**src/rtl/writeback_arbiter_unit_pkg.sv**
```systemverilog
// Shared micro-architecture definitions for the X->W writeback path.
// Holds the X->W message layout, default widths and small helpers.
package writeback_arbiter_unit_pkg;

  localparam int REG_BITS = 5;
  localparam int XLEN     = 32;
  localparam int SEQ_BITS = 5;

  // X->W message as produced by an execute pipe (default widths).
  typedef struct packed {
    logic [SEQ_BITS-1:0] seq_num;
    logic [REG_BITS-1:0] waddr;
    logic [XLEN-1:0]     wdata;
    logic                wen;
  } x_w_t;

  // x0 is hardwired to zero, so a write to it is never a real write.
  function automatic logic rf_wen(
    input logic                wen,
    input logic [REG_BITS-1:0] waddr
  );
    return wen & (waddr != '0);
  endfunction

  // Pointer width that stays legal for a single requester.
  function automatic int ptr_bits(input int n);
    return (n > 1) ? $clog2(n) : 1;
  endfunction

endpackage

```
**src/rtl/writeback_arbiter_unit_rr_arbiter.sv**
```systemverilog
// Round-robin arbiter: first requester at or after ptr, wrapping.
// Ports: req, ptr in; grant (one-hot), grant_idx, gnt_any out.
module rr_arbiter
  import writeback_arbiter_unit_pkg::*;
#(
  parameter int p_width = 3,
  localparam int PW = ptr_bits(p_width)
) (
  input  logic [p_width-1:0] req,
  input  logic [PW-1:0]      ptr,
  output logic [p_width-1:0] grant,
  output logic [PW-1:0]      grant_idx,
  output logic               gnt_any
);

  // Walk a doubled index range so every position is a constant
  // index; the window [ptr, ptr+p_width) is the wrapped search.
  always_comb begin
    grant     = '0;
    grant_idx = '0;
    gnt_any   = 1'b0;
    for (int k = 0; k < 2 * p_width; k++) begin
      if (!gnt_any
          && k >= int'(ptr)
          && k < int'(ptr) + p_width
          && req[k % p_width]) begin
        gnt_any              = 1'b1;
        grant[k % p_width]   = 1'b1;
        grant_idx            = PW'(k % p_width);
      end
    end
  end

endmodule

```
**src/rtl/writeback_arbiter_unit.sv**
```systemverilog
// Writeback arbiter: merges N execute-pipe completions into one
// registered completion notification per cycle, round-robin.
// Ports: clk, rst; X_* per-pipe val/rdy stream (flattened);
// complete_* one-cycle publish to the decode-issue unit.
module writeback_arbiter_unit
  import writeback_arbiter_unit_pkg::*;
#(
  parameter int p_num_pipes    = 3,
  parameter int p_data_bits    = XLEN,
  parameter int p_seq_num_bits = SEQ_BITS
) (
  input  logic                                  clk,
  input  logic                                  rst,
  input  logic [p_num_pipes-1:0]                X_val,
  output logic [p_num_pipes-1:0]                X_rdy,
  input  logic [p_num_pipes*p_seq_num_bits-1:0] X_seq_num,
  input  logic [p_num_pipes*REG_BITS-1:0]       X_waddr,
  input  logic [p_num_pipes*p_data_bits-1:0]    X_wdata,
  input  logic [p_num_pipes-1:0]                X_wen,
  output logic                                  complete_val,
  output logic [p_seq_num_bits-1:0]             complete_seq_num,
  output logic [REG_BITS-1:0]                   complete_waddr,
  output logic [p_data_bits-1:0]                complete_wdata,
  output logic                                  complete_wen
);

  localparam int PW = ptr_bits(p_num_pipes);
  localparam logic [PW-1:0] LAST = PW'(p_num_pipes - 1);

  typedef struct packed {
    logic [p_seq_num_bits-1:0] seq_num;
    logic [REG_BITS-1:0]       waddr;
    logic [p_data_bits-1:0]    wdata;
    logic                      wen;
  } msg_t;

  logic [PW-1:0]          ptr;
  logic [PW-1:0]          grant_idx;
  logic [p_num_pipes-1:0] req;
  logic [p_num_pipes-1:0] grant;
  logic                   gnt_any;
  logic                   val_q;
  msg_t                   sel;
  msg_t                   out_q;

  // Reset masks requests so no producer sees ready during reset.
  assign req = rst ? '0 : X_val;

  rr_arbiter #(
    .p_width (p_num_pipes)
  ) u_arb (
    .req       (req),
    .ptr       (ptr),
    .grant     (grant),
    .grant_idx (grant_idx),
    .gnt_any   (gnt_any)
  );

  assign X_rdy = grant;

  // One-hot mux of the granted pipe's message.
  always_comb begin
    sel = '0;
    for (int i = 0; i < p_num_pipes; i++) begin
      if (grant[i]) begin
        sel.seq_num =
          X_seq_num[i*p_seq_num_bits +: p_seq_num_bits];
        sel.waddr = X_waddr[i*REG_BITS +: REG_BITS];
        sel.wdata = X_wdata[i*p_data_bits +: p_data_bits];
        sel.wen   = rf_wen(X_wen[i],
                           X_waddr[i*REG_BITS +: REG_BITS]);
      end
    end
  end

  // Data fields hold when idle; only val pulses.
  always_ff @(posedge clk) begin
    if (rst) begin
      ptr   <= '0;
      val_q <= 1'b0;
      out_q <= '0;
    end else begin
      val_q <= gnt_any;
      if (gnt_any) begin
        out_q <= sel;
        ptr   <= (grant_idx == LAST) ? '0
                                     : grant_idx + 1'b1;
      end
    end
  end

  assign complete_val     = val_q;
  assign complete_seq_num = out_q.seq_num;
  assign complete_waddr   = out_q.waddr;
  assign complete_wdata   = out_q.wdata;
  assign complete_wen     = out_q.wen;

  always_comb begin
    assert ($onehot0(X_rdy));
  end

endmodule

```
**config.mk**
```make
export PLATFORM = sky130hd
export DESIGN_NAME = writeback_arbiter_unit
export DESIGN_NICKNAME = d
export VERILOG_FILES = /design/src/rtl/writeback_arbiter_unit_pkg.sv /design/src/rtl/writeback_arbiter_unit_rr_arbiter.sv /design/src/rtl/writeback_arbiter_unit.sv
export SDC_FILE = /design/constraint.sdc
export NUM_CORES = 1
export LEC_CHECK = 0
export BUFFER_PORTS_ARGS = -buffer_cell sky130_fd_sc_hd__buf_2
export CAP_MARGIN = 40
export CORE_MARGIN = 1
export CORE_UTILIZATION = 36
export DETAILED_ROUTE_END_ITERATION = 12
export PLACE_DENSITY = 0.89
export SYNTH_ARGS = -nofsm -noshare
export SYNTH_HDL_FRONTEND = slang
export SYNTH_SLANG_ARGS = --single-unit
```
**constraint.sdc**
```tcl
create_clock -name clk -period 1.9 [get_ports clk]
set_input_delay 0.19 -clock clk [delete_from_list [all_inputs] [get_ports clk]]
set_output_delay 0.19 -clock clk [all_outputs]
set_load 0.005 [all_outputs]
```
Word-level counts from Yosys, hierarchy flattened
Index checks and enable logic that the tools add are counted.
- logic and storage cells: 64
- register bits: 46
- output and inout port bits: 47
- bitwise logic cells: 3
- muxes and demuxes: 21
- magnitude comparators: 9
- $add $sub $neg: 2
- eq/ne operators: 1
- reductions and logical operators: 22
- operators by type and width (cell ; number):
    $mux W43 ; 3
    $lt A3 B32 Y1 const A ; 2
    $lt A4 B32 Y1 const A ; 2
    $lt A1 B32 Y1 const A ; 1
    $lt A2 B32 Y1 const A ; 1
    $reduce_bool A5 Y1 ; 3
    $logic_and A1 B1 Y1 ; 14
    $mux W1 ; 12
    $mux W2 ; 5
    $logic_not A1 Y1 ; 5
    $ge A1 B2 Y1 const A ; 2
    $add A2 B2 Y3 const B ; 1
    $and A1 B1 Y1 ; 3
    $mux W3 ; 1
    $add A2 B1 Y2 const B ; 1
    $eq A2 B2 Y1 const B ; 1
    $ge A2 B2 Y1 const A ; 1

Logic depth before layout (Yosys ltp)
Gate-level depths: netlist of run 1.
- depth after elaboration: 29
- mapped depth: 9
- mapped depth without buffers: 8

Modules after synthesis
A second synthesis of run 1 with hierarchy kept.
- cell total of the unflattened synthesis: 299
- area total of the unflattened synthesis: 2688.8 um2
- by module, submodules not included (module ; cells an instance ; instances ; area each (um2)):
    writeback_arbiter_unit ; 276 ; 1 ; 2508.7
    rr_arbiter ; 23 ; 1 ; 180.2

Worst setup path after synthesis of run 1
Ideal clock, no wire load.
- path type: flip-flop to flip-flop
- from: register ptr[0]
- to: register out_q, in the netlist complete_wdata[7]
- period minus slack after synthesis: 1836 ps
- path slack: 64 ps
- buffers on the path: 1
- arrival: 1713 ps
- stages on the path, launching flop included: 10
- data required time: 1777 ps
- setup time: 123 ps
- cell sequence: dfxtp_1 > inv_1 > ha_1 > o21ai_0 > o311ai_2 > nand4_2 > inv_2 > buf_2 > a221oi_1 > o2bb2ai_1
- word-level cells in the longest chain between the ends: 28
- elaborated cells between the ends (all ways): 43
- classes of those cells: add/sub (1); order compare (9); mux (14); reduce/logical (19)
- RTL lines (element ; line ; RTL):
    start, declared ; writeback_arbiter_unit.sv:37 ; logic [PW-1:0] ptr;
    start signal, assigned ; writeback_arbiter_unit.sv:86 ; ptr <= (grant_idx == LAST) ? '0
    $add A2 B2 Y3 ; writeback_arbiter_unit_rr_arbiter.sv:25 ; && k < int'(ptr) + p_width
    $lt A1 B32 Y1 ; writeback_arbiter_unit_rr_arbiter.sv:25 ;
    $logic_and A1 B1 Y1 ; writeback_arbiter_unit_rr_arbiter.sv:25 ;
    $logic_and A1 B1 Y1 ; writeback_arbiter_unit_rr_arbiter.sv:26 ; && req[k % p_width]) begin
    $mux W1 ; writeback_arbiter_unit_rr_arbiter.sv:23 ; if (!gnt_any
    $logic_not A1 Y1 ; writeback_arbiter_unit_rr_arbiter.sv:23 ;
    $logic_and A1 B1 Y1 ; writeback_arbiter_unit_rr_arbiter.sv:24 ; && k >= int'(ptr)
    $logic_and A1 B1 Y1 ; writeback_arbiter_unit_rr_arbiter.sv:25 ;
    [13 not listed] ; -- ;
    $logic_and A1 B1 Y1 ; writeback_arbiter_unit_rr_arbiter.sv:26 ;
    $mux W1 ; writeback_arbiter_unit_rr_arbiter.sv:23 ;
    $logic_not A1 Y1 ; writeback_arbiter_unit_rr_arbiter.sv:23 ;
    $logic_and A1 B1 Y1 ; writeback_arbiter_unit_rr_arbiter.sv:25 ;
    $logic_and A1 B1 Y1 ; writeback_arbiter_unit_rr_arbiter.sv:26 ;
    $mux W1 (*) ; writeback_arbiter_unit_rr_arbiter.sv:23 ;
    via X_rdy[2] ; writeback_arbiter_unit.sv:15 ; output logic [p_num_pipes-1:0] X_rdy,
    $mux W43 (*) ; writeback_arbiter_unit.sv:65 ; if (grant[i]) begin
    end signal, assigned ; writeback_arbiter_unit.sv:85 ; out_q <= sel;
    end, declared ; writeback_arbiter_unit.sv:44 ; msg_t out_q;
The timed path passes the listed nets; every way through them passes the cells marked *.
A chain may end at the register's enable or synchronous reset.

Worst setup path in the final report of run 1
- from: register ptr[1]
- to: register out_q, in the netlist complete_wdata[30]
- word-level cells in the longest chain between the ends: 28
- elaborated cells between the ends (all ways): 43
- classes of those cells: add/sub (1); order compare (9); mux (14); reduce/logical (19)
- RTL lines (element ; line):
    $add A2 B2 Y3 ; writeback_arbiter_unit_rr_arbiter.sv:25
    $lt A1 B32 Y1 ; writeback_arbiter_unit_rr_arbiter.sv:25
    $logic_and A1 B1 Y1 ; writeback_arbiter_unit_rr_arbiter.sv:25
    $logic_and A1 B1 Y1 ; writeback_arbiter_unit_rr_arbiter.sv:26
    $mux W1 ; writeback_arbiter_unit_rr_arbiter.sv:23
    $logic_not A1 Y1 ; writeback_arbiter_unit_rr_arbiter.sv:23
    $logic_and A1 B1 Y1 ; writeback_arbiter_unit_rr_arbiter.sv:24
    $logic_and A1 B1 Y1 ; writeback_arbiter_unit_rr_arbiter.sv:25
    [12 not listed] ; --
    $logic_and A1 B1 Y1 ; writeback_arbiter_unit_rr_arbiter.sv:25
    $logic_and A1 B1 Y1 ; writeback_arbiter_unit_rr_arbiter.sv:26
    $mux W1 ; writeback_arbiter_unit_rr_arbiter.sv:23
    $logic_not A1 Y1 ; writeback_arbiter_unit_rr_arbiter.sv:23
    $logic_and A1 B1 Y1 ; writeback_arbiter_unit_rr_arbiter.sv:25
    $logic_and A1 B1 Y1 ; writeback_arbiter_unit_rr_arbiter.sv:26
    $mux W1 ; writeback_arbiter_unit_rr_arbiter.sv:23
    $mux W43 ; writeback_arbiter_unit.sv:65
Parallel ways exist; a longest one is shown, timed or not.

==> results of run 1 <==
-- registers in the layout, summed over array words and instances, names as in the netlist --
signal,cells
complete_val,1
complete_waddr,5
ptr,2
complete_wdata,32
complete_seq_num,5
complete_wen,1
-- synthesized netlist by cell type, types with 3 or more instances --
| cell | instances |
|---|---|
| sky130_fd_sc_hd__buf_6 | 4 |
| sky130_fd_sc_hd__inv_1 | 4 |
| sky130_fd_sc_hd__nand2b_1 | 3 |
| sky130_fd_sc_hd__clkbuf_1 | 4 |
| sky130_fd_sc_hd__dfxtp_1 | 46 |
| sky130_fd_sc_hd__o2bb2ai_1 | 42 |
| sky130_fd_sc_hd__a221oi_1 | 42 |
| sky130_fd_sc_hd__nand2_1 | 3 |
| sky130_fd_sc_hd__ha_1 | 6 |
| sky130_fd_sc_hd__buf_2 | 11 |
| sky130_fd_sc_hd__o21ai_0 | 4 |
| sky130_fd_sc_hd__nor2_1 | 45 |
-- cell usage in the layout (no fill, tap or decap), types with 2 or more instances in the layout --
cell type	Yosys	final
sky130_fd_sc_hd__a211o_1	2	2
sky130_fd_sc_hd__a221oi_1	42	9
sky130_fd_sc_hd__a221oi_2	0	30
sky130_fd_sc_hd__a221oi_4	0	3
sky130_fd_sc_hd__buf_12	0	3
sky130_fd_sc_hd__buf_2	11	178
sky130_fd_sc_hd__buf_4	1	14
sky130_fd_sc_hd__buf_6	4	13
sky130_fd_sc_hd__buf_8	0	2
sky130_fd_sc_hd__clkbuf_8	0	6
sky130_fd_sc_hd__dfxtp_1	46	44
sky130_fd_sc_hd__dfxtp_4	0	2
sky130_fd_sc_hd__ha_1	6	4
sky130_fd_sc_hd__ha_4	0	2
sky130_fd_sc_hd__inv_1	4	2
sky130_fd_sc_hd__inv_2	2	2
sky130_fd_sc_hd__inv_4	0	2
sky130_fd_sc_hd__nand2_1	3	2
sky130_fd_sc_hd__nand2b_1	3	2
sky130_fd_sc_hd__nor2_1	45	41
sky130_fd_sc_hd__nor2_2	0	3
sky130_fd_sc_hd__o21ai_0	4	2
sky130_fd_sc_hd__o2bb2ai_1	42	41
sky130_fd_sc_hd__or4_1	2	2
-- path summary, 6_finish.rpt --
path,to,slack (ps)
hold / removal,complete_seq_num[0],140
setup reg to reg,complete_wdata[30],-70
setup / recovery,complete_wdata[30],-70
hold reg to reg,complete_wdata[28],460
-- area by class of cell --
cell class                      instances  area, sq um  area share [%]
Sequential cell                        46          928            23.1
Timing Repair Buffer                  210         1230            30.7
Inverter                                6         27.5           0.685
Clock buffer                            6         82.6            2.06
Tap cell                               75         93.8            2.34
Clock inverter                          1         30.0           0.748
Multi-Input combinational cell        168         1620            40.4
-- routing by layer --
metal / wire [um] / vias to the layer above
met5: 0 / -
met4: 184 / 0
met3: 456 / 19
met2: 4650 / 135
met1: 3200 / 1345
li1: - / 1354
-- worst max-delay path, cell delays in order, from the launching register on --
cell	delay [ps]
sky130_fd_sc_hd__dfxtp_4	380
sky130_fd_sc_hd__inv_4	50
sky130_fd_sc_hd__buf_4	130
sky130_fd_sc_hd__ha_4	190
sky130_fd_sc_hd__o2111ai_4	230
sky130_fd_sc_hd__a21boi_4	90
sky130_fd_sc_hd__buf_4	170
sky130_fd_sc_hd__buf_4	190
sky130_fd_sc_hd__a221oi_2	310
sky130_fd_sc_hd__o2bb2ai_1	100
-- metrics by stage --
stage	cells	hold slack (ps)	setup TNS [ps]	power, mW	setup WS [ps]
after floorplan	240	342	0	2.15	63.9
after global placement	497	428	-174	2.78	-39.4
after detailed placement	497	438	-3930	2.83	-150
after CTS	511	129	-96.2	3.76	-34.2
after global routing	512	130	-3690	4.24	-133
final	512	139	-618	3.99	-65.9
-- kinds of logic (layout without fill, tap and decap cells) --
logic type | count (synthesis) | in the layout
adders and majority gates | 6 | 6
AOI/OAI and AO/OA | 99 | 99
and+or+nand+nor | 63 | 63
DFF | 46 | 46
buffers and inverters | 26 | 223
-- power by group through the flow --
| stage | clock [mW] | sequential (mW) | combinational [mW] |
|---|---|---|---|
| 2_1_floorplan | 0 | 1.47 | 0.680 |
| 3_3_place_gp | 0 | 1.44 | 1.34 |
| 3_5_place_dp | 0 | 1.44 | 1.39 |
| 4_1_cts | 0.764 | 1.43 | 1.57 |
| 5_1_grt | 0.809 | 1.47 | 1.96 |
| 6_report | 0.745 | 1.44 | 1.80 |
-- timing repair --
item                       CTS  global route
setup endpoints to repair   46            47
pin swaps                    4            11
resized for setup           38            52
setup buffers                7             2
==> results.yml, run 1 <==
critical_path:
  worst-path-max-fanout: 9
  crit_path_end_kind: "register"
  rr_startpoint: "ptr[1]"
  timing.setup.critical_path_class: "register to register"
  cp_data_arrival_time_ps: 2150
  timing.critical_path.required_ps: 2080
  reg2reg_depth: 9
  crit_path_start: "ptr[1]"
  worst_setup_path_start_kind: "register"
synthesis:
  syn_area_sq_mm: 0.00231
  synth.area.mux_share_pct: 0
  synthArstFlopShare_pct: 0
  yosys_reg_bits: 46
  synth-seq-area-share_pct: 39.8
  synth_top_area_share_pct: 39.8
  synth.largest_area_cell: "sky130_fd_sc_hd__dfxtp_1"
  largest_family_of_logic_cells_by_synthesized_area: "compound AO/OA/AOI/OAI gates"
  synth-xor-area-share_pct: 0
  yosys_warnings: 0
  synthesized_netlist_cell_count: 240
  synth_nets: 380
  synth_cell_types: 33
  synthAdderAreaFrac_pct: 3.25
  synthFlopType: "sky130_fd_sc_hd__dfxtp_1"
  basic_gate_share_of_the_synthesized_area_counting_and_or_nand_and_nor_cells_pct: 13.4
  edff_count_synth: 0
  synth_top_cells_by_area: "sky130_fd_sc_hd__dfxtp_1 40%, sky130_fd_sc_hd__a221oi_1 16%, sky130_fd_sc_hd__o2bb2ai_1 16%"
  synth_compound_area_share_pct: 37.2
  synth_area_per_cell_sq_um: 9.63
sta:
  timing.final.setup_violations: 21
  final.setup.worst_slack_ps: -65.9
  hold_viol_final: 0
  rsz_0062_raised_after_global_routing: "true"
  final_max_slew_viol_count: 0
  final_min_period_ps: 1970
  tightestPinTransition_ps: 354
  timing.fmax_mhz: 509
  maxSlewHeadroom_pct: 76.2
  clock_skew_ps: 3.88
  timing.final.crit_share_pct: 103
detailed_routing:
  drc_errors: 0
  first_pass_iters: 4
  route.detailed.wl_per_inst_um: 16.6
  route.antenna.remaining_nets: 0
  first_iter_violations: 102
  num_vias: 2853
  detail_route.vias_per_cell: 5.57
  finalWirelength_mm: 8.49
finish:
  antennaDiodeCount: 0
  finalCoreUtilization_pct: 66.3
  synthToLayoutAreaGrowth_pct: 73.8
  layout.nets: 577
  final.fill_count: 467
  design_area_sq_mm: 0.00402
  final_layout_size_suffix_gt1_share_pct: 63.8
power:
  power.share.switching_pct: 34.0
  seq_power_share_pct: 36.1
  power_frac_clock_pct: 18.7
  combinationalPowerShare_pct: 45.2
  internal_power_mw: 2.63
  power_per_cell_area_mw_per_mm2: 993
  total_switching_power_mw: 1.36
  power.ir.vdd_worst_mv: 0.475
  leakagePower_nw: 1.84
cts:
  hold_buffers: 0
  clock_latency_ps: 290
  tritoncts_clock_tree: "built"
  numCtsBuffers: 5
  clkSinkCount: 46
  clock_tree.buffer_depth: 2
  cts-htree-levels: 2
  cts_root_buffer: "sky130_fd_sc_hd__clkbuf_8"
  worst_setup_hold_path_clk_slew_ps: 90
grt:
  grt_first_pass_wirelength_mm: 11.7
  grt_start_max_net_pins: 25
  grt_util_met2_pct: 42.1
  total_congestion_overflow_after_global_routing: 0
  grt_total_usage_pct: 22.7
  grt_busiest_layer: "met2"
  global_route.usage.met1_pct: 25.8
  use_met3_pct: 4.40
  antenna_found_initial: 0
  first_global_vias: 2591
die:
  fp.dieArea_sq_mm: 0.00674
  die_w_um: 82.1
  coreArea_sq_mm: 0.00606
  rows: 28
  io_pins: 181
  initial_utilization_pct: 38.1
  die_h_um: 82.1
placement:
  placedInstanceArea_sq_mm: 0.00339
  number_of_buffers_added_on_ports: 180
  routabilityCongestion: 0.871
  sum_of_net_half_perimeters_after_detailed_placement_mm: 5.91
min_path:
  min_delay_path_depth: 3
  holdCritStartpoint: "X_seq_num[10]"
  worst_min_delay_path_class: "primary input to register"
status:
  violations: "setup timing"
  outcome: "finished with violations"
run:
  drv_cap: 0
No activity file was read; power rests on OpenSTA's default activity.
==> inputs of run 2 (changes only) <==
--- a/config.mk
+++ b/config.mk
@@ -5,12 +5,14 @@
 export SDC_FILE = /design/constraint.sdc
 export NUM_CORES = 1
 export LEC_CHECK = 0
+export ABC_AREA = 1
 export BUFFER_PORTS_ARGS = -buffer_cell sky130_fd_sc_hd__buf_2
 export CAP_MARGIN = 40
-export CORE_MARGIN = 1
-export CORE_UTILIZATION = 36
+export CORE_MARGIN = 8
+export CORE_UTILIZATION = 38
 export DETAILED_ROUTE_END_ITERATION = 12
-export PLACE_DENSITY = 0.89
+export PLACE_DENSITY = 0.9
+export SETUP_SLACK_MARGIN = 0.02
 export SYNTH_ARGS = -nofsm -noshare
 export SYNTH_HDL_FRONTEND = slang
 export SYNTH_SLANG_ARGS = --single-unit
==> run 2 against run 1 <==
  * The run still ends with setup timing left
  * Combinational power up 82%
  * Maximum frequency up 2.6%
  * First-iteration DRC count rose to 3.1 times the previous value
  * Clock-buffer cell count unchanged
  * Critical endpoint is now X_rdy[2]
  * Highest routed layer unchanged
==> results.yml, run 2 <==
run:
  drv_cap: 0
power:
  power_per_cell_area_mw_per_mm2: 1290
  leakagePower_nw: 2.20
  power.ir.vdd_worst_mv: 0.745
placement:
  placedInstanceArea_sq_mm: 0.00364
  number_of_buffers_added_on_ports: 180
  sum_of_net_half_perimeters_after_detailed_placement_mm: 8.11
  inst_count_dp: 592
  routabilityCongestion: 0.891
die:
  die_h_um: 98.7
  fp.dieArea_sq_mm: 0.00975
  io_pins: 181
  rows: 30
  die_w_um: 98.7
  initial_utilization_pct: 38.7
  coreArea_sq_mm: 0.00672
synthesis:
  synth_cell_types: 26
  synthArstFlopShare_pct: 0
  synth.largest_area_cell: "sky130_fd_sc_hd__dfxtp_1"
  edff_count_synth: 0
  synthesized_netlist_cell_count: 344
  synth_top_cells_by_area: "sky130_fd_sc_hd__dfxtp_1 35%, sky130_fd_sc_hd__a21boi_0 11%, sky130_fd_sc_hd__nand4_1 11%"
  yosys_reg_bits: 46
  yosys_warnings: 0
  synthFlopType: "sky130_fd_sc_hd__dfxtp_1"
  synth_top_cells_by_count: "51 x sky130_fd_sc_hd__nand2_1, 48 x sky130_fd_sc_hd__a21oi_1, 47 x sky130_fd_sc_hd__nand3_1"
  synth_top_area_share_pct: 35.4
  syn_area_sq_mm: 0.00260
  synth_most_common_cell: "sky130_fd_sc_hd__nand2_1"
  synth-seq-area-share_pct: 35.4
  synth_area_per_cell_sq_um: 7.56
  synth_nets: 484
detailed_routing:
  first_pass_iters: 5
  first_iter_violations: 321
  finalWirelength_mm: 11.8
  route.detailed.wl_per_inst_um: 19.3
  detail_route.vias_per_cell: 5.79
  route.antenna.remaining_nets: 0
  num_vias: 3558
  drc_errors: 0
finish:
  design_area_sq_mm: 0.00443
  final_layout_size_suffix_gt1_share_pct: 57.9
  layout.cells.most_common_list: "178 x sky130_fd_sc_hd__buf_2, 44 x sky130_fd_sc_hd__nand4_1, 44 x sky130_fd_sc_hd__dfxtp_1"
  antennaDiodeCount: 0
  fin_cells: 614
  largest_register_ff_count: 32
  layout.nets: 673
  final.fill_count: 540
  finalCoreUtilization_pct: 65.9
  layout.cells.most_common: "sky130_fd_sc_hd__buf_2"
  synthToLayoutAreaGrowth_pct: 70.1
min_path:
  min_delay_path_depth: 3
  whs_endpoint: "complete_wdata[30]"
  worst_min_delay_path_class: "primary input to register"
  holdCritStartpoint: "X_wdata[94]"
critical_path:
  worst-path-max-fanout: 4
  r2r-end: "complete_wdata[0]"
  worst_setup_path_start_kind: "register"
  cp_data_arrival_time_ps: 1730
  worst-r2r-setup-slack_ps: 0
  reg2reg_depth: 9
  timing.setup.critical_path_class: "register to output pin"
  crit_path_end_kind: "output pin"
  crit_path_start: "ptr[0]"
  timing.critical_path.required_ps: 1710
  rr_startpoint: "ptr[0]"
cts:
  cts-htree-levels: 2
  cts_root_buffer: "sky130_fd_sc_hd__clkbuf_8"
  clock_latency_ps: 290
  clock_tree.buffer_depth: 2
  clkSinkCount: 46
  numCtsBuffers: 5
  worst_setup_hold_path_clk_slew_ps: 90
  tritoncts_clock_tree: "built"
sta:
  final_min_period_ps: 1920
  tightestPinTransition_ps: 352
  timing.final.crit_share_pct: 101
  final.setup.worst_slack_ps: -17.0
  clock_skew_ps: 4.15
  timing.fmax_mhz: 522
  hold_ws_ps: 104
  timing.final.setup_violations: 2
  hold_viol_final: 0
  rsz_0062_raised_after_global_routing: "true"
  final_max_slew_viol_count: 0
  maxSlewHeadroom_pct: 76.5
status:
  outcome: "finished with violations"
  violations: "setup timing"
grt:
  grt_start_max_net_pins: 46
  grt_first_pass_wirelength_mm: 17.3
  grt_total_usage_pct: 21.4
  first_global_vias: 3540
  total_congestion_overflow_after_global_routing: 0
  antenna_found_initial: 0
==> run 2: cell count changes after synthesis, moves of 38 or more <==
cell                        before  now
sky130_fd_sc_hd__a21boi_0        0   38
sky130_fd_sc_hd__a21oi_1         1   48
sky130_fd_sc_hd__a221oi_1       42    0
sky130_fd_sc_hd__nand2_1         3   51
sky130_fd_sc_hd__nand3_1         1   47
sky130_fd_sc_hd__nand4_1         0   44
sky130_fd_sc_hd__nor2_1         45    6
sky130_fd_sc_hd__o2bb2ai_1      42    0
==> run 2: cells by family after synthesis <==
family | count (synthesis) | synth area share, %
compound gates | 91 | 21.9
fa+ha+maj | 6 | 2.89
buf+inv | 43 | 8.03
flops | 46 | 35.4
simple gates | 158 | 31.7
==> run 2: worst max path at each step <==
stage / to / depth (start not counted) / slack [ps]
4_1_cts: X_rdy[2] / 9 / 20
3_5_place_dp: complete_waddr[0] / 9 / -70
5_1_grt: X_rdy[2] / 8 / -70
6_report: X_rdy[2] / 6 / -20
2_1_floorplan: X_rdy[2] / 9 / 140
3_3_place_gp: complete_wdata[4] / 9 / 40
==> run 2: metrics by stage <==
step                      total power, mW  TNS, ps  worst slack (ps)
after detailed placement             4.04     -954             -67.9
after CTS                            5.08        0              15.2
after global placement               3.93        0              41.9
after global routing                 6.04    -1030             -74.8
after floorplan                      2.90        0               144
final                                5.70    -21.8             -17.0
==> run 2: timing repair <==
action	in CTS	in global routing
resized for setup	21	106
hold buffers	0	0
cloned	1	3
pin swaps	8	11
setup buffers	9	1
setup endpoints to repair	48	48
==> run 2: critical path: stages (launching register included) <==
cell                       delay (ps)
sky130_fd_sc_hd__dfxtp_4          380
sky130_fd_sc_hd__buf_6            130
sky130_fd_sc_hd__ha_4             140
sky130_fd_sc_hd__nand3b_1         270
sky130_fd_sc_hd__nand3b_1         290
sky130_fd_sc_hd__nand2_4          130
sky130_fd_sc_hd__buf_6            100
==> run 2: final cells by class <==
| type | instances | area [sq um] | share of cell area (%) |
|---|---|---|---|
| Clock buffer | 6 | 72.6 | 1.64 |
| Clock inverter | 2 | 37.5 | 0.848 |
| Inverter | 13 | 51.3 | 1.16 |
| Multi-Input combinational cell | 255 | 1880 | 42.5 |
| Sequential cell | 46 | 926 | 20.9 |
| Tap cell | 80 | 100 | 2.26 |
| Timing Repair Buffer | 212 | 1360 | 30.7 |
==> run 2: report_power, final <==
part	internal [mW]	switching [mW]
clock network	0.393	0.342
registers	1.43	0.258
logic	1.56	1.72
total	3.38	2.32
==> run 2: metal layers <==
metal	up-vias	GRT usage (%)	wire [um]
met3	29	7.68	1220
met2	234	37.7	5830
li1	1617	-	-
met1	1678	23.4	4490
met4	0	7.08	293
met5	-	0	0
==> inputs of run 3 (changes only) <==
--- a/config.mk
+++ b/config.mk
@@ -9,9 +9,10 @@
 export BUFFER_PORTS_ARGS = -buffer_cell sky130_fd_sc_hd__buf_2
 export CAP_MARGIN = 40
 export CORE_MARGIN = 8
-export CORE_UTILIZATION = 38
+export CORE_UTILIZATION = 42
+export CTS_CLUSTER_SIZE = 28
 export DETAILED_ROUTE_END_ITERATION = 12
-export PLACE_DENSITY = 0.9
+export PLACE_DENSITY = 0.93
 export SETUP_SLACK_MARGIN = 0.02
 export SYNTH_ARGS = -nofsm -noshare
 export SYNTH_HDL_FRONTEND = slang
==> constraint.sdc (replaced) <==
create_clock -name clk -period 2.2 [get_ports clk]
set_input_delay 0.22 -clock clk [delete_from_list [all_inputs] [get_ports clk]]
set_output_delay 0.22 -clock clk [all_outputs]
set_load 0.005 [all_outputs]
==> run 3 against run 2 <==
  * The flow now finishes without violations
  * Die area is 8.0% lower
  * Combinational power is 38% lower
  * Routed wire length is 11% lower
  * Flip-flop and latch count stayed put
  * Setup slack better by 130 ps
  * Clock skew is 4.1 ps higher
  * Sequential power is 14% lower
  * Clock power is 15% lower
  * Clock-buffer cell count stayed put
  * Hold slack better by 23 ps
  * Largest power group unchanged
  * Highest routed layer unchanged
==> results.yml, run 3 (synthesis gave the netlist of run 2 again) <==
finish:
  layout.nets: 665
  largest_register_ff_count: 32
  final.fill_count: 499
  synthToLayoutAreaGrowth_pct: 46.9
  layout.cells.most_common_list: "180 x sky130_fd_sc_hd__buf_2, 51 x sky130_fd_sc_hd__nand2_1, 48 x sky130_fd_sc_hd__a21oi_1"
  layout.cells.most_common: "sky130_fd_sc_hd__buf_2"
  final_layout_size_suffix_gt1_share_pct: 42.8
  antennaDiodeCount: 0
  fin_cells: 601
detailed_routing:
  route.detailed.wl_per_inst_um: 17.5
  detail_route.vias_per_cell: 5.61
  num_vias: 3370
  drc_errors: 0
  route.antenna.remaining_nets: 0
  first_pass_iters: 5
  first_iter_violations: 220
  finalWirelength_mm: 10.5
critical_path:
  worst-path-max-fanout: 24
  timing.critical_path.buf_inv: 4
  critical_path.cell_chain: "inv_1, ha_1, nand3_2, buf_12, nand4_2, buf_8, nand2_1, buf_2"
  worst-r2r-setup-slack_ps: 210
  timing.critical_path.slowest_stage_cell: "sky130_fd_sc_hd__dfxtp_2"
  timing.setup.critical_path_class: "register to output pin"
  critical_path_depth: 8
  r2r-end: "complete_wdata[20]"
  rr_startpoint: "ptr[1]"
  worst_setup_path_start_kind: "register"
  worst_setup_path_endpoint: "X_rdy[0]"
  crit_path_start: "ptr[1]"
  crit_path_end_kind: "output pin"
  critPathTopFamily: "buffers and inverters"
  cpPeakStageDelay_ps: 350
  reg2reg_depth: 9
  cp_data_arrival_time_ps: 1870
  timing.critical_path.required_ps: 1980
cts:
  tritoncts_clock_tree: "built"
  cts-htree-levels: 2
  hold_buffers: 0
  clock_tree.buffer_depth: 2
  cts_root_buffer: "sky130_fd_sc_hd__clkbuf_8"
  clkSinkCount: 46
  numCtsBuffers: 5
  worst_setup_hold_path_clk_slew_ps: 90
  clock_latency_ps: 300
power:
  seq_power_share_pct: 35.2
  power.ir.vdd_worst_mv: 0.507
  power_frac_clock_pct: 15.2
  power.share.switching_pct: 39.3
  internal_power_mw: 2.50
  total_switching_power_mw: 1.62
  power_per_cell_area_mw_per_mm2: 1080
  leakagePower_nw: 1.96
  combinationalPowerShare_pct: 49.6
min_path:
  worst_min_delay_path_class: "primary input to register"
  holdCritStartpoint: "X_wdata[70]"
grt:
  use_met3_pct: 7.22
  grt_first_pass_wirelength_mm: 15.6
  grt_util_met2_pct: 37.2
  global_route.usage.met1_pct: 25.1
  first_global_vias: 3256
  total_congestion_overflow_after_global_routing: 0
  grt_busiest_layer: "met2"
  antenna_found_initial: 0
  grt_total_usage_pct: 21.6
  grt_start_max_net_pins: 25
placement:
  sum_of_net_half_perimeters_after_detailed_placement_mm: 7.77
  number_of_buffers_added_on_ports: 180
  routabilityCongestion: 0.891
  inst_count_dp: 582
run:
  drv_cap: 0
sta:
  final_min_period_ps: 2090
  final.setup.tns_ps: 0
  tightestPinTransition_ps: 265
  clock_skew_ps: 8.20
  maxSlewHeadroom_pct: 82.1
  timing.fmax_mhz: 478
  final_max_slew_viol_count: 0
  timing.final.setup_violations: 0
  hold_viol_final: 0
  timing.final.crit_share_pct: 95.0
die:
  initial_utilization_pct: 43.7
  coreArea_sq_mm: 0.00596
  rows: 28
  fp.dieArea_sq_mm: 0.00897
  die_w_um: 94.7
  io_pins: 181
  die_h_um: 94.7
status:
  outcome: "complete, no violations"
==> run 3: changes by cell type in the layout (fill, tap and decap cells not counted), moves of 9 or more <==
cell,change
sky130_fd_sc_hd__nand3_1,+15
sky130_fd_sc_hd__nand3_2,-13
sky130_fd_sc_hd__buf_6,-10
sky130_fd_sc_hd__a21oi_4,-9
sky130_fd_sc_hd__a21boi_0,+9
sky130_fd_sc_hd__nand2_2,-20
sky130_fd_sc_hd__nand2_1,+24
sky130_fd_sc_hd__a21oi_1,+30
sky130_fd_sc_hd__a21oi_2,-21
==> run 3: power groups by stage <==
stage	Combinational (mW)	Sequential (mW)	Clock, mW
2_1_floorplan	1.03	1.47	0
3_3_place_gp	1.84	1.44	0
3_5_place_dp	1.90	1.46	0
4_1_cts	1.97	1.44	0.643
5_1_grt	2.26	1.50	0.684
6_report	2.04	1.45	0.626
==> run 3: stage by stage <==
| step | hold slack (ps) | setup slack (ps) | total power, mW | utilization (%) | cell area, sq um |
|---|---|---|---|---|---|
| CTS | 119 | 34.6 | 4.05 | 62.8 | 3740 |
| detailed placement | 437 | 204 | 3.36 | 60.0 | 3580 |
| floorplan | 346 | 414 | 2.50 | - | 2600 |
| finish | 128 | 109 | 4.12 | 64.2 | 3820 |
| global route | 120 | -2.41 | 4.44 | 64.2 | 3820 |
| global placement | 430 | 299 | 3.27 | 60.0 | 3580 |
==> run 3: area by class of cell <==
| type | count | area (sq um) | share of cell area (%) |
|---|---|---|---|
| multi-input combinational | 255 | 1500 | 39.1 |
| timing repair buffer | 204 | 1150 | 30.1 |
| sequential | 46 | 923 | 24.2 |
| tap | 75 | 93.8 | 2.45 |
| clock buffer | 6 | 72.6 | 1.90 |
| inverter | 13 | 48.8 | 1.28 |
| clock inverter | 2 | 37.5 | 0.982 |
==> run 3: worst min path at each step <==
stage,slack (ps),cells past startpoint,to
CTS,120,3,complete_wdata[6]
detailed placement,440,3,complete_wdata[17]
global route,120,3,complete_wdata[6]
global placement,430,3,complete_wdata[30]
floorplan,350,2,complete_waddr[0]
finish,130,3,complete_wdata[6]
==> run 3: what timing repair did <==
| item | 4_1_cts | 5_1_grt |
|---|---|---|
| cloned | 1 | 0 |
| pin swaps | 0 | 2 |
| buffers inserted | 0 | 10 |
| resized for setup | 3 | 4 |
| endpoints found under the setup margin | 3 | 3 |
==> run 3: routing by layer <==
| layer | vias up | share of wire (%) |
|---|---|---|
| met5 | - | 0 |
| met4 | 0 | 1.2 |
| met3 | 16 | 11 |
| met2 | 212 | 48 |
| met1 | 1536 | 39 |
| li1 | 1606 | - |
==> run 3: worst register-to-register path, delay by kind of cell, from the launching register on <==
family                   cells  cell delay (ps)
adder cells (fa/ha/maj)      1              180
AND/OR/NAND/NOR              3              430
flip-flops                   1              350
buffers and inverters        3              610
AO/OA/AOI/OAI                2              300
